--- src/rtl/m68k_bus_pkg.sv ---
// Shared definitions for the 68000 bus responder.
//   - bus widths
//   - default decode window and timeout
//   - FSM state encoding
//   - address-window decode helper
package m68k_bus_pkg;

  localparam int unsigned ADDR_W = 23;
  localparam int unsigned DATA_W = 16;

  localparam logic [23:0] DEF_BASE_ADDR  = 24'hF00000;
  localparam logic [23:0] DEF_ADDR_MASK  = 24'hFF0000;
  localparam int unsigned DEF_TIMEOUT    = 64;

  localparam logic [1:0] ST_IDLE   = 2'd0;
  localparam logic [1:0] ST_IGNORE = 2'd1;
  localparam logic [1:0] ST_BUSY   = 2'd2;
  localparam logic [1:0] ST_DONE   = 2'd3;

  // Word address A[23:1] against a byte-address base/mask; bit 0 never decodes.
  function automatic logic addr_hit(input logic [ADDR_W-1:0] a,
                                    input logic [23:0]       base,
                                    input logic [23:0]       mask);
    return (a & mask[23:1]) == base[23:1];
  endfunction

endpackage

--- src/rtl/m68k_bus_responder_sync2.sv ---
// Two-flop synchroniser for an asynchronous active-low strobe.
//   i_clk : fabric clock
//   i_rst : synchronous active-high reset, presets both flops to 1 (strobe idle)
//   i_d   : asynchronous input
//   o_q   : synchronised output
module sync2 (
  input  logic i_clk,
  input  logic i_rst,
  input  logic i_d,
  output logic o_q
);

  logic r_meta;
  logic r_sync;

  always_ff @(posedge i_clk) begin
    if (i_rst) begin
      r_meta <= 1'b1;
      r_sync <= 1'b1;
    end else begin
      r_meta <= i_d;
      r_sync <= r_meta;
    end
  end

  assign o_q = r_sync;

endmodule

--- src/rtl/m68k_bus_responder.sv ---
// 68000 asynchronous-bus slave running on the fabric clock.
// Synchronises AS/UDS/LDS, decodes one address window, runs a REQ/ACK
// handshake to an internal peripheral and answers the CPU with DTACK_N,
// or BERR_N on timeout, held until the CPU releases AS.
//   CLK_IN, RESET          : fabric clock, synchronous active-high reset
//   AS_N, UDS_N, LDS_N     : asynchronous CPU strobes
//   RW, A, D_IN            : CPU direction, word address, write data
//   D_OUT, D_OE            : read data and pad output enable
//   DTACK_N, BERR_N        : CPU cycle termination
//   REQ, WE, ADDR, BE,
//   WDATA, ACK, RDATA      : peripheral handshake
module m68k_bus_responder
  import m68k_bus_pkg::*;
#(
  parameter logic [23:0] BASE_ADDR      = DEF_BASE_ADDR,
  parameter logic [23:0] ADDR_MASK      = DEF_ADDR_MASK,
  parameter int unsigned TIMEOUT_CYCLES = DEF_TIMEOUT
) (
  input  logic              CLK_IN,
  input  logic              RESET,
  input  logic              AS_N,
  input  logic              UDS_N,
  input  logic              LDS_N,
  input  logic              RW,
  input  logic [ADDR_W-1:0] A,
  input  logic [DATA_W-1:0] D_IN,
  output logic [DATA_W-1:0] D_OUT,
  output logic              D_OE,
  output logic              DTACK_N,
  output logic              BERR_N,
  output logic              REQ,
  output logic              WE,
  output logic [ADDR_W-1:0] ADDR,
  output logic [1:0]        BE,
  output logic [DATA_W-1:0] WDATA,
  input  logic              ACK,
  input  logic [DATA_W-1:0] RDATA
);

  localparam logic [7:0] TMO_LAST = 8'(TIMEOUT_CYCLES - 1);

  logic w_as_s;
  logic w_uds_s;
  logic w_lds_s;
  logic w_strobe;
  logic w_hit;
  logic w_timeout;

  logic [1:0]        r_state;
  logic [7:0]        r_cnt;
  logic [DATA_W-1:0] r_dout;
  logic              r_oe;
  logic              r_dtack_n;
  logic              r_berr_n;
  logic              r_req;
  logic              r_we;
  logic [ADDR_W-1:0] r_addr;
  logic [1:0]        r_be;
  logic [DATA_W-1:0] r_wdata;

  sync2 u_sync_as  (.i_clk(CLK_IN), .i_rst(RESET), .i_d(AS_N),  .o_q(w_as_s));
  sync2 u_sync_uds (.i_clk(CLK_IN), .i_rst(RESET), .i_d(UDS_N), .o_q(w_uds_s));
  sync2 u_sync_lds (.i_clk(CLK_IN), .i_rst(RESET), .i_d(LDS_N), .o_q(w_lds_s));

  assign w_strobe  = !w_as_s && (!w_uds_s || !w_lds_s);
  assign w_hit     = addr_hit(A, BASE_ADDR, ADDR_MASK);
  assign w_timeout = (r_cnt == TMO_LAST);

  always_ff @(posedge CLK_IN) begin
    if (RESET) begin
      r_state   <= ST_IDLE;
      r_cnt     <= '0;
      r_dout    <= '0;
      r_oe      <= 1'b0;
      r_dtack_n <= 1'b1;
      r_berr_n  <= 1'b1;
      r_req     <= 1'b0;
      r_we      <= 1'b0;
      r_addr    <= '0;
      r_be      <= '0;
      r_wdata   <= '0;
    end else begin
      case (r_state)
        ST_IDLE: begin
          if (w_strobe) begin
            if (w_hit) begin
              r_addr  <= A;
              r_we    <= ~RW;
              r_be    <= {~w_uds_s, ~w_lds_s};
              r_wdata <= D_IN;
              r_req   <= 1'b1;
              r_cnt   <= '0;
              r_state <= ST_BUSY;
            end else begin
              r_state <= ST_IGNORE;
            end
          end
        end
        ST_IGNORE: begin
          if (w_as_s) r_state <= ST_IDLE;
        end
        ST_BUSY: begin
          if (r_cnt != 8'hFF) r_cnt <= r_cnt + 8'd1;
          // CPU abort outranks ACK; ACK outranks timeout.
          if (w_as_s) begin
            r_req   <= 1'b0;
            r_state <= ST_IDLE;
          end else if (ACK) begin
            r_req     <= 1'b0;
            if (!r_we) r_dout <= RDATA;
            r_oe      <= ~r_we;
            r_dtack_n <= 1'b0;
            r_state   <= ST_DONE;
          end else if (w_timeout) begin
            r_req    <= 1'b0;
            r_berr_n <= 1'b0;
            r_oe     <= 1'b0;
            r_state  <= ST_DONE;
          end
        end
        default: begin
          if (w_as_s) begin
            r_dtack_n <= 1'b1;
            r_berr_n  <= 1'b1;
            r_oe      <= 1'b0;
            r_state   <= ST_IDLE;
          end
        end
      endcase
    end
  end

  assign D_OUT   = r_dout;
  assign D_OE    = r_oe;
  assign DTACK_N = r_dtack_n;
  assign BERR_N  = r_berr_n;
  assign REQ     = r_req;
  assign WE      = r_we;
  assign ADDR    = r_addr;
  assign BE      = r_be;
  assign WDATA   = r_wdata;

endmodule

--- config.mk ---
export PLATFORM = sky130hd
export DESIGN_NAME = m68k_bus_responder
export DESIGN_NICKNAME = d
export VERILOG_FILES = /design/src/rtl/m68k_bus_pkg.sv /design/src/rtl/m68k_bus_responder_sync2.sv /design/src/rtl/m68k_bus_responder.sv
export SDC_FILE = /design/constraint.sdc
export NUM_CORES = 1
export LEC_CHECK = 0
export BUFFER_PORTS_ARGS = -buffer_cell sky130_fd_sc_hd__buf_2
export CORE_MARGIN = 2
export CORE_UTILIZATION = 43
export CTS_CLUSTER_SIZE = 28
export DETAILED_ROUTE_END_ITERATION = 7
export PLACE_DENSITY_LB_ADDON = 0.15
export SLEW_MARGIN = 10
export SYNTH_ARGS = -nofsm -noshare
export SYNTH_HDL_FRONTEND = slang
export SYNTH_HIERARCHICAL = 1
export SYNTH_SLANG_ARGS = --single-unit
--- constraint.sdc ---
create_clock -name CLK_IN -period 1.7 [get_ports CLK_IN]
set_input_delay 0.085 -clock CLK_IN [delete_from_list [all_inputs] [get_ports CLK_IN]]
set_output_delay 0.085 -clock CLK_IN [all_outputs]
set_load 0.03 [all_outputs]
==> results.ini <==
[status]
status = complete, no violations

[detailed_routing]
firstDrtPassIters = 4
vias = 3021
drtIter0Drc = 101
wl_per_cell_um = 12.8
drc = 0
routed_wl_mm = 7.88
antenna_left = 0
vias_per_cell = 4.90

[synth]
synth_nets = 416
ys_ff_latch = 78
synthAdderAreaFrac = 0.0170
synthCells = 350
netlist_area_um2 = 2950
synth_enable_flop_cells = 0
yosys_warnings = 6
async_reset_ff_frac = 0
muxShareOfSynthArea = 0.00340
synthXorXnorAreaFrac = 0
synthSimpleGateAreaFrac = 0.243
ys_seq_area_frac = 0.530
synth_flop_cell = dfxtp_1
yosysUniqueCellTypes = 38
synth-compound-area-share = 0.161
synth_top_family_by_area = simple AND/OR/NAND/NOR gates
postSynthAreaPerCell_um2 = 8.42

[critical_path]
critical_path.cell_chain = nor4bb_2 > a21o_1 > nand4_1 > a221o_1
worst_path_max_delay_cell = dfxtp_1
start_kind = flip-flop
timing.rr.end = BERR_N
path_buf_inv = 0
reg2reg_depth = 4
cp_top_family = compound AO/OA/AOI/OAI gates
critical_path.max_fanout = 6
crit_arrival_ns = 1.85
r2r-start = r_cnt[5]
endpoint_kind = flip-flop
critPathKind = reg -> reg
slowest_delay_ns = 0.42
reg2reg_slack_ns = 0.09
cp.required_ns = 1.94

[placed_design]
dp.final_hpwl_mm = 4.85
gp_congestion = 0.771
port_buffers = 123

[final_layout]
drive_above_1_share = 0.319
fill_cells = 557
nets = 597
antenna_cells = 0
area_growth_pct = 52.7

[timing]
setup_viol = 0
slew_violations = 0
rsz0062_at_grt = yes
min_period_ns = 1.61
hold_ws_ns = 0.0411
finalCritPeriodShare = 0.947
max_slew_margin = 0.655
fin_tns_setup_ns = 0
worst_slew_pin_slew_ns = 0.518
max_freq_mhz = 621
finalHoldViolations = 0
fin_worst_skew_ns = 0.0127

[global_route]
grt_overflow_total = 0
grt_use_total = 0.215
grt_pass1_vias = 2932
antenna_found_initial = 0
grt_pass1_wl_mm = 12.9
grt_max_degree = 42

[job]
cap_violations = 0

[clock_tree]
htree_num_levels = 3
clk_path_buf_depth = 2
numCtsBuffers = 9
cts_sinks = 78
cts_tree = yes
cts.clk_slew.worst_paths_ns = 0.08
cts_root_buf = clkbuf_8
clk_latency_ns = 0.35

[worst_hold_path]
whs_endpoint = WE
holdCritStartpoint = RW
holdPathStages = 4
hold_class = in -> reg

[die]
core_um2 = 6720
ios = 124
dieArea_um2 = 7530
initial_core_util = 0.439
die_h_um = 86.8
rows = 30
die_x_um = 86.8

[power_and_ir_drop]
switching_share = 0.207
p_leak_nw = 1.93
seqPwrFrac = 0.492
p_int_mw = 2.97
combPwrFrac = 0.066
clkPwrFrac = 0.441
power_per_cell_area_nw_per_um2 = 831
ir_worst_vdd_uv = 514
p_switching_mw = 0.773

==> cell type report <==
class / instances / area, µm² / area share
Timing Repair Buffer: 192 / 1280 / 0.284
Inverter: 4 / 15.0 / 0.00334
Clock inverter: 6 / 109 / 0.0242
Clock buffer: 10 / 128 / 0.0284
Multi-Input combinational cell: 246 / 1310 / 0.291
Tap cell: 80 / 100 / 0.0222
Sequential cell: 78 / 1560 / 0.347
==> worst register-to-register path: stages, from the launching register on <==
cell and delay, ns:
dfxtp_1 0.42, nor4bb_2 0.40, a21o_1 0.25, nand4_1 0.13, a221o_1 0.31
==> cells in the mapped netlist (all sizes together) (5+ instances only) <==
master / instances / area, µm²
nand2: 105 / 397
nor2: 18 / 67.6
clkbuf: 12 / 45.0
buf: 10 / 75.1
nor3b: 6 / 45.0
o21ai: 7 / 35.0
a311oi: 5 / 43.8
or2: 6 / 37.5
a21oi: 55 / 275
dfxtp: 78 / 1560
==> cells by family after synthesis <==
family,after synthesis
AO/OA/AOI/OAI,81
adder cells (fa/ha/maj),4
buffers and inverters,26
flip-flops,78
multiplexers,1
AND/OR/NAND/NOR,160
==> layer usage <==
layer | routed length [µm] | global-route usage | vias to the layer above
li1 | - | - | 1543
met1 | 3510 | 0.259 | 1354
met2 | 3770 | 0.362 | 105
met3 | 413 | 0.0429 | 19
met4 | 190 | 0.108 | 0
met5 | 0 | 0 | -
==> registers in the layout, indices dropped and copies added (netlist names) <==
name and cells:
ADDR 23, D_OUT 16, WDATA 16, r_cnt 8, BE 2, r_state 2, BERR_N 1, DTACK_N 1
D_OE 1, REQ 1, WE 1, u_sync_as/o_q 1, u_sync_as/r_meta 1, u_sync_lds/o_q 1, u_sync_lds/r_meta 1, u_sync_uds/o_q 1
u_sync_uds/r_meta 1
==> how the worst max path moves through the flow <==
stage	from	end	slack (ns)	depth (start not counted)
after floorplan	r_state[1]	D_OE	-0.02	8
after global placement	r_cnt[5]	BERR_N	0.04	4
after detailed placement	r_cnt[5]	BERR_N	0.03	4
after CTS	r_cnt[5]	BERR_N	0.02	4
after global routing	u_sync_uds/o_q	ADDR[13]	-0.03	6
final	r_cnt[5]	BERR_N	0.09	4
==> stage by stage <==
stage | instance area, µm² | setup WS [ns] | total power, mW | std cells | util
floorplan | 2950 | -0.0182 | 1.94 | 350 | -
global placement | 3710 | 0.0396 | 2.04 | 550 | 0.552
detailed placement | 3710 | 0.0348 | 2.04 | 550 | 0.552
CTS | 4450 | 0.0199 | 3.77 | 616 | 0.662
global route | 4500 | -0.0270 | 3.86 | 616 | 0.670
finish | 4500 | 0.0906 | 3.74 | 616 | 0.670
==> timing repair <==
item,4_1_cts,5_1_grt
setup endpoints to repair,0,42
hold buffers,50,0
setup buffers,0,0
endpoints found under the hold margin,50,0
resized for setup,0,12
==> cells in the final DEF, fill, tap and decap left out, drive strengths merged, types with 2 or more instances in the layout <==
cell type	n
o21ai	7
inv	5
o31ai	3
nand3	4
nand2	105
o21a	2
or2	6
nor3b	6
clkinv	2
and3	2
nor2b	2
a31o	2
clkbuf	10
ha	4
a21oi	55
buf	142
a311oi	5
bufinv	3
nor2	18
nand2b	4
dfxtp	78
nor3	4
a221o	2
dlygate4sd3	50
nand4b	2
==> power groups by stage <==
stage | combinational, mW | clock [mW] | sequential (mW)
detailed placement | 0.155 | 0 | 1.88
global route | 0.271 | 1.75 | 1.84
floorplan | 0.0546 | 0 | 1.89
CTS | 0.243 | 1.69 | 1.84
finish | 0.249 | 1.65 | 1.84
global placement | 0.154 | 0 | 1.88
Note: power is estimated with default switching activity, not from simulation.
